`config.mk`:
```
export PLATFORM = sky130hd
export DESIGN_NAME = updn_hex_counter
export DESIGN_NICKNAME = d
export VERILOG_FILES = /design/src/rtl/updn_hex_counter_pkg.sv /design/src/rtl/hex_seg_decode.sv /design/src/rtl/updn_hex_counter.sv
export SDC_FILE = /design/constraint.sdc
export NUM_CORES = 1
export LEC_CHECK = 0
export CAP_MARGIN = 20
export CORE_MARGIN = 5
export CORE_UTILIZATION = 30
export DETAILED_ROUTE_END_ITERATION = 6
export SYNTH_ARGS = -nofsm -noshare
export SYNTH_HDL_FRONTEND = slang
export SYNTH_SLANG_ARGS = --single-unit
```
`constraint.sdc`:
```
create_clock -name clk -period 6.1 [get_ports clk]
set_input_delay 1.22 -clock clk [delete_from_list [all_inputs] [get_ports clk]]
set_output_delay 1.22 -clock clk [all_outputs]
set_load 0.01 [all_outputs]
```
`src/rtl/updn_hex_counter_pkg.sv`:
```
// Shared constants for the up/down hex counter: seven-segment glyphs
// and the elaboration-time width legality check.
package updn_hex_counter_pkg;

    // Active-low glyphs, bit order g..a; entry 0 sits in the low 7 bits.
    localparam logic [15:0][6:0] SEG_TABLE = {
        7'b0001110,  // F
        7'b0000110,  // E
        7'b0100001,  // d
        7'b1000110,  // C
        7'b0000011,  // b
        7'b0001000,  // A
        7'b0011000,  // 9
        7'b0000000,  // 8
        7'b1111000,  // 7
        7'b0000010,  // 6
        7'b0010010,  // 5
        7'b0011001,  // 4
        7'b0110000,  // 3
        7'b0100100,  // 2
        7'b1111001,  // 1
        7'b1000000   // 0
    };

    localparam logic [6:0] SEG_BLANK = 7'b1111111;

    function automatic bit width_legal(input int w);
        return (w % 4 == 0) && (w >= 4) && (w <= 32);
    endfunction

endpackage

```
`src/rtl/hex_seg_decode.sv`:
```
// One hex nibble to an active-low seven-segment glyph, or all segments off.
// Purely combinational.
module hex_seg_decode
    import updn_hex_counter_pkg::*;
(
    input  logic [3:0] nibble,
    input  logic       blank,
    output logic [6:0] seg
);

    always_comb begin
        seg = SEG_TABLE[nibble];
        if (blank) begin
            seg = SEG_BLANK;
        end
    end

endmodule

```
`src/rtl/updn_hex_counter.sv`:
```
// Up/down counter with load, programmable terminal value, wrap/saturate and
// a terminal-count pulse, driving DIGITS active-low hex displays.
module updn_hex_counter
    import updn_hex_counter_pkg::*;
#(
    parameter int               WIDTH    = 16,
    parameter int               DIGITS   = WIDTH / 4,
    parameter logic [WIDTH-1:0] MAX_VAL  = {WIDTH{1'b1}},
    parameter int               BLANK_LZ = 0
) (
    input  logic                clk,
    input  logic                reset,
    input  logic                en,
    input  logic                up,
    input  logic                sat,
    input  logic                load,
    input  logic [WIDTH-1:0]    load_val,
    output logic [WIDTH-1:0]    count,
    output logic                tc,
    output logic                at_bound,
    output logic [7*DIGITS-1:0] seg
);

    // Enough nibbles to cover both the counter and every driven digit.
    localparam int NIBS = (DIGITS > WIDTH / 4) ? DIGITS : WIDTH / 4;

    generate
        if (!width_legal(WIDTH)) begin : g_bad_width
            $error("updn_hex_counter: WIDTH must be a multiple of 4 in 4..32");
        end
    endgenerate

    logic [WIDTH-1:0] load_clamped;
    logic             at_max;
    logic             at_zero;

    assign load_clamped = (load_val > MAX_VAL) ? MAX_VAL : load_val;
    assign at_max       = (count == MAX_VAL);
    assign at_zero      = (count == '0);

    always_ff @(posedge clk) begin
        if (!reset) begin
            count    <= '0;
            tc       <= 1'b0;
            at_bound <= 1'b0;
        end else if (load) begin
            count    <= load_clamped;
            tc       <= 1'b0;
            at_bound <= sat && ((load_clamped == '0) || (load_clamped == MAX_VAL));
        end else if (en) begin
            // Bounds are compared explicitly; MAX_VAL may sit below 2^WIDTH-1.
            if (up) begin
                if (!at_max) begin
                    count    <= count + WIDTH'(1);
                    tc       <= 1'b0;
                    at_bound <= 1'b0;
                end else if (sat) begin
                    tc       <= 1'b0;
                    at_bound <= 1'b1;
                end else begin
                    count    <= '0;
                    tc       <= 1'b1;
                    at_bound <= 1'b0;
                end
            end else begin
                if (!at_zero) begin
                    count    <= count - WIDTH'(1);
                    tc       <= 1'b0;
                    at_bound <= 1'b0;
                end else if (sat) begin
                    tc       <= 1'b0;
                    at_bound <= 1'b1;
                end else begin
                    count    <= MAX_VAL;
                    tc       <= 1'b1;
                    at_bound <= 1'b0;
                end
            end
        end else begin
            tc <= 1'b0;
        end
    end

    logic [4*NIBS-1:0] count_ext;
    logic [NIBS-1:0]   blank;
    logic              hi_zero;

    // A digit blanks only when it and every nibble above it are zero.
    always_comb begin
        count_ext              = '0;
        count_ext[WIDTH-1:0]   = count;
        blank                  = '0;
        hi_zero                = 1'b1;
        for (int i = NIBS - 1; i >= 1; i--) begin
            hi_zero  = hi_zero && (count_ext[4*i +: 4] == 4'h0);
            blank[i] = (BLANK_LZ != 0) && hi_zero;
        end
    end

    generate
        for (genvar i = 0; i < DIGITS; i++) begin : g_digit
            hex_seg_decode u_dec (
                .nibble (count_ext[4*i +: 4]),
                .blank  (blank[i]),
                .seg    (seg[7*i +: 7])
            );
        end
    endgenerate

endmodule

```
==> results.md, run 1 <==
* Register area at 921 um^2
* Worst VDD drop at about 0.097 mV
* Final setup vio count at 0
* Crit share post-route at 0.730
* Clock skew at roughly 5.4 ps
* Fillcell total at approximately 1100
* Clock sink count at 46
* Most frequent cells in the layout: clkdlybuf4s50_1, dfxtp_1, nand2_1
* Share of cells above drive strength 1 at 0.0567
* Starting density of the core at 0.308
* R2r endpoint: g_digit[1].u_dec.seg[3]
* Ant. Diodes at 0
* Overall routing resource usage at 0.157
* Mapped Nets at 493
* Fin cells at 637
* Power, Total at 961 uW
* Synth warn at 0
* Die H at ~120 um
* Commonest non-fill, non-tap cell in the layout: clkdlybuf4s50_1
* Worst slew margin at 0.354
* Total grt overflow at 0
* Row cnt at 39
* Post-route minimum period at 4450 ps
* DRT iter0 DRCs at 257
* FMAX at ~220 MHz
* Final WL at roughly 11000 um
* Setup bufs post-CTS at 0
* Worst skew pair latency at approximately 280 ps
* Power Dens Cells at 218 nW/um^2
* Net count, final at approximately 540
* Port Buffers at 67
* Worst Tran Pin Value at 968 ps
* Number of synthesized flops with an enable pin at 0
* Mapped Cells at 449
* Top FF cell, synth: dfxtp_1
* CTS Buffer Depth at 2
* WP data arrival at 4610 ps
* Cell variety after synth at 70
* ANT nets after route at 0
* Setup crit start kind: primary input
* WS Path Type: in2reg
* Most area-consuming cells after synthesis: dfxtp_1, ha_1, mux2i_1
* Area Growth Syn to Fin at 24.8%
* Via count at 3598
* Global-route wire length before repair at 18300 um
* Mapped Avg Cell Area at roughly 8 um^2
* Hold Fails Final Rpt at 0
* Drt via density at 5.65
* DRC viols at 0
* Status: finished, final reports clean
* H-tree lvl count at 2
* Gpl congestion at 0.972
* Worst-path clk slew at roughly 60 ps
* Leak at 1.66 nW
* CP required at 6260 ps
* I/O pin count at 68
* Placed Instances at between 600 and 700
* Avg WL per Cell at 18.0 um
* Initial antenna violation count at 0
* Worst Setup SP: up
* Hold buffers post-CTS at 0
* Largest area contributor in the netlist: dfxtp_1
* Worst r2r src: count[0]
* Maxcap violations at 0
* Area share of the largest cell type after synthesis at 0.261
* CTS tree: done
* Register bit total from synthesis at 46
* Largest net degree at the start of global routing at 36
* CTS root buf: clkbuf_16
* Slew Limit Fails at 0
* Die X at 119 um
* R2R depth at 13
* Die area at 14000 um^2
* Num CTS Buffers at 5
* Vias in the first global route at 3577
* Core area at between 10000 and 15000 um^2
* Reg2Reg Setup Slack at 2110 ps
* Setup tns final at 0 ps
* Footprint of the multi-input gates at 2360 um^2
* Critical path peak fanout at 18
* Synthesized cell area at 3530 um^2
* Drt pass-1 iters at 5
* RSZ-0062 raised after global routing: no
* # resized after CTS at 0
* Synth async-reset ratio at 0
* Detailed placement HPWL at between 8000 and 9000 um
* Sequential-to-total area share from yosys stat at 0.261
* Critical Path Sink Type: flop
* Worst setup path endpoint: g_digit[1].u_dec.seg[3]
* Hold/Removal Path Class: reg2reg
[Yosys cell counts (all sizes together), types with 5 or more instances]
library cell / number
mux2i: 19
and4: 5
nor3b: 5
o22ai: 10
nand2: 34
nand4: 14
inv: 24
o211ai: 7
buf: 13
a21oi: 27
clkbuf: 20
and3: 6
and2: 19
nor4: 12
a22oi: 9
o31ai: 7
xnor2: 5
ha: 22
dfxtp: 46
a31oi: 5
o2bb2ai: 5
o21ai: 21
nor3: 11
nand3: 14
xor2: 5
nor2: 30
[metal layers]
layer	GRT usage	routed length, um	vias up
li1	-	-	1742
met1	0.195	4950	1726
met2	0.270	5650	117
met3	0.0306	650	13
met4	0.0567	227	0
met5	0	0	-
[worst max-delay path: stages]
cell and delay [ps]:
clkdlybuf4s50_1 480, nand3_1 80, nor4_1 480, a22oi_2 190, o21ai_4 440, o21ai_0 170
a2bb2oi_1 380, and2_1 250, inv_1 80, ha_1 340, or2_2 310, a21oi_1 140
a21oi_1 50
[layout make-up]
type,count,share of cell area
Clock buffer,6,0.0315
Inverter,26,0.0233
Multi-Input combinational cell,344,0.535
Sequential cell,46,0.209
Tap cell,143,0.0406
Timing Repair Buffer,72,0.161
[how the worst min path moves through the flow]
stage,cells after the start,startpoint,endpoint
detailed placement,2,at_bound,at_bound
CTS,2,at_bound,at_bound
floorplan,2,at_bound,at_bound
global route,2,at_bound,at_bound
global placement,2,at_bound,at_bound
finish,2,at_bound,at_bound
[state kept, by name, summed over array words and instances (netlist names)]
signal	count
count	16
g_digit.u_dec.seg	28
tc	1
at_bound	1
[cell families after synthesis]
logic type | Yosys count | share of synthesized area
compound gates | 122 | 0.240
xor+xnor | 10 | 0.0248
fa+ha+maj | 22 | 0.0779
buf+inv | 59 | 0.0712
flops | 46 | 0.261
mux | 21 | 0.0602
simple gates | 169 | 0.265
[where the power goes]
| part | internal (mW) | switching (mW) | leakage, nW |
|---|---|---|---|
| clock | 0.158 | 0.106 | 0.0688 |
| combinational | 0.155 | 0.175 | 1.21 |
| sequential | 0.332 | 0.0340 | 0.381 |
| total | 0.645 | 0.315 | 1.66 |
[stage by stage]
step                      hold WS, ps  cell area, um^2   util  worst slack, ps
final                             463             4410  0.385             1650
after global routing              510             4410  0.385             1340
after CTS                         465             4410  0.385             1710
after detailed placement          446             4270  0.372             1440
after global placement            441             4270  0.372             1520
after floorplan                   476             3530      -             2370
Power figures use the tool's default switching activity.
==> inputs of run 2 (changes only) <==
==> constraint.sdc (replaced) <==
create_clock -name clk -period 4.05 [get_ports clk]
set_input_delay 0.81 -clock clk [delete_from_list [all_inputs] [get_ports clk]]
set_output_delay 0.81 -clock clk [all_outputs]
set_load 0.01 [all_outputs]
==> results.md, run 2 (synthesis gave the netlist of run 1 again) <==
* Register area at 921 um^2 (unchanged)
* Worst-path clk slew at 60 ps (about the same)
* Footprint of the multi-input gates at 2360 um^2 (unchanged)
* Core area at 11500 um^2 (unchanged)
* CTS root buf: clkbuf_16 (unchanged)
* Ant. Diodes at 0 (unchanged)
* Worst r2r src: count[0] (unchanged)
* Final Util at 0.402 (was 0.385)
* Hold Fails Final Rpt at 0 (unchanged)
* Reg2Reg Setup Slack at 410 ps (was 2110 ps)
* ANT nets after route at 0 (unchanged)
* WS Path Type: reg2reg (was in2reg)
* Commonest non-fill, non-tap cell in the layout: clkdlybuf4s50_1 (unchanged)
* Global-route wire length before repair at 18800 um (was 18300 um)
* Fillcell total at 1147 (was 1140)
* Worst path top cell family by delay: compound AO/OA/AOI/OAI gates (unchanged)
* WP data arrival at 3850 ps (was 4610 ps)
* RSZ-0062 raised after global routing: no (unchanged)
* Drt pass-1 iters at 5 (unchanged)
* Maxcap violations at 0 (unchanged)
* CP required at 4260 ps (was 6260 ps)
* Critical path peak fanout at 9 (was 18)
* Setup crit start kind: flop (was primary input)
* Total grt overflow at 0 (unchanged)
* Crit-path max cell delay at 520 ps (was 480 ps)
* Hold Path Depth at 2 (unchanged)
* Power, Total at 1.49 mW (was 961 uW)
* Share of cells above drive strength 1 at 0.104 (was 0.0567)
* Die area at 14000 um^2 (unchanged)
* Largest net degree at the start of global routing at 36 (unchanged)
* Drt via density at 5.52 (was 5.65)
* Status: finished, final reports clean (unchanged)
* Final WL at 11600 um (was 11500 um)
* Hold buffers post-CTS at 0 (unchanged)
* Area Growth Syn to Fin at 30.4% (was 24.8%)
* Overall routing resource usage at 0.162 (was 0.157)
* Worst VDD drop at 0.167 mV (was 0.0969 mV)
* Hold wc startpoint: at_bound (unchanged)
* Worst hold endpoint: at_bound (unchanged)
* Leak at 1.79 nW (was 1.66 nW)
* Critical Path Sink Type: flop (unchanged)
* Post-route minimum period at around 3600 ps
* Slew Limit Fails at 0 (unchanged)
* WP buf/inv at 3 (was 2)
* Vias in the first global route at 3519 (was 3577)
* Power Dens Cells at 324 nW/um^2 (was 218 nW/um^2)
* DRT iter0 DRCs at 365 (was 257)
* Worst skew pair latency at 290 ps (was 280 ps)
* Avg WL per Cell at 17.5 um (was 18.0 um)
* Worst slew margin at 0.340 (was 0.354)
* Slowest stage cell on the critical path: dfxtp_1 (was clkdlybuf4s50_1)
* Net count, final at 564 (was 539)
* Worst Tran Pin Value at 989 ps (was 968 ps)
* Num CTS Buffers at 5 (unchanged)
* Final setup vio count at 0 (unchanged)
* Hold/Removal Path Class: reg2reg (unchanged)
* Die H at 119 um (unchanged)
* FMAX at 274 MHz
* Crit share post-route at 0.900
* Gpl congestion at 1.01 (was 0.972)
* Setup bufs post-CTS at 0 (unchanged)
* Row cnt at 39 (unchanged)
* Via count at 3668 (was 3598)
* Detailed placement HPWL at 9000 um (was 8570 um)
* # resized after CTS at 0 (unchanged)
* Starting density of the core at 0.308 (unchanged)
* I/O pin count at 68 (unchanged)
* H-tree lvl count at 2 (unchanged)
* Clock sink count at 46 (unchanged)
* Max FFs per register at 28 (unchanged)
* R2r endpoint: g_digit[0].u_dec.seg[3] (was g_digit[1].u_dec.seg[3])
* DRC viols at 0 (unchanged)
* Clock skew at 6.39 ps (was 5.35 ps)
* Die X at 119 um (unchanged)
* CTS tree: done (unchanged)
* Port Buffers at 67 (unchanged)
* Most frequent cells in the layout: clkdlybuf4s50_1, dfxtp_1, nand2_1 (unchanged)
* Initial antenna violation count at 0 (unchanged)
* R2R depth at 15 (was 13)
* Cells along the critical path: inv_1 > ha_1 > nor4b_1 > buf_4 > and3_1 > a22oi_2 > o21a_1 > mux2i_1 > o21ai_0 > and2_1 > inv_1 > ha_1 > mux2i_1 > a21oi_1 > a41oi_1 (was clkdlybuf4s50_1 > nand3_1 > nor4_1 > a22oi_2 > o21ai_4 > o21ai_0 > a2bb2oi_1 > and2_1 > inv_1 > ha_1 > or2_2 > a21oi_1 > a21oi_1)
* CTS Buffer Depth at 2 (unchanged)
* Setup tns final at 0 ps (unchanged)
run 2: how the worst max path moves through the flow:
stage / depth (start not counted) / to / start / slack, ps
after floorplan: 14 / g_digit[1].u_dec.seg[3] / count[0] / 690
after global placement: 13 / g_digit[1].u_dec.seg[3] / up / 270
after detailed placement: 13 / g_digit[0].u_dec.seg[3] / up / 180
after CTS: 15 / g_digit[0].u_dec.seg[3] / count[0] / 420
after global routing: 15 / g_digit[0].u_dec.seg[3] / count[0] / 50
final: 15 / g_digit[0].u_dec.seg[3] / count[0] / 410
run 2: per-layer routing:
layer  up-vias  track usage  wire length [um]
met3        16       0.0272               736
met4         0       0.0517               262
li1       1794            -                 -
met2       112        0.261              5450
met1      1746        0.221              5160
met5         -            0                 0
run 2: worst register-to-register path: stages (launching register included):
cell,delay (ps)
dfxtp_1,520
inv_1,120
ha_1,220
nor4b_1,160
buf_4,170
and3_1,200
a22oi_2,290
o21a_1,380
mux2i_1,120
o21ai_0,200
and2_1,230
inv_1,100
ha_1,420
mux2i_1,210
a21oi_1,80
a41oi_1,170
run 2: per-stage QoR:
step / std cells / setup slack [ps] / area (um^2) / hold slack [ps]
2_1_floorplan: 449 / 691 / 3530 / 476
3_3_place_gp: 656 / 267 / 4460 / 444
3_5_place_dp: 656 / 178 / 4460 / 446
4_1_cts: 664 / 423 / 4610 / 461
5_1_grt: 664 / 46.4 / 4610 / 497
6_report: 664 / 406 / 4610 / 462
run 2: final cells by class:
type | instances | area share
Sequential cell | 46 | 0.200
Tap cell | 143 | 0.0388
Inverter | 26 | 0.0223
Multi-Input combinational cell | 344 | 0.512
Clock buffer | 7 | 0.0310
Clock inverter | 1 | 0.00109
Timing Repair Buffer | 97 | 0.195
run 2: report_power, final:
group | internal, mW | total [mW] | switching [mW]
Clock | 0.245 | 0.411 | 0.166
Sequential | 0.501 | 0.539 | 0.0389
Combinational | 0.261 | 0.542 | 0.281
Total | 1.01 | 1.49 | 0.486
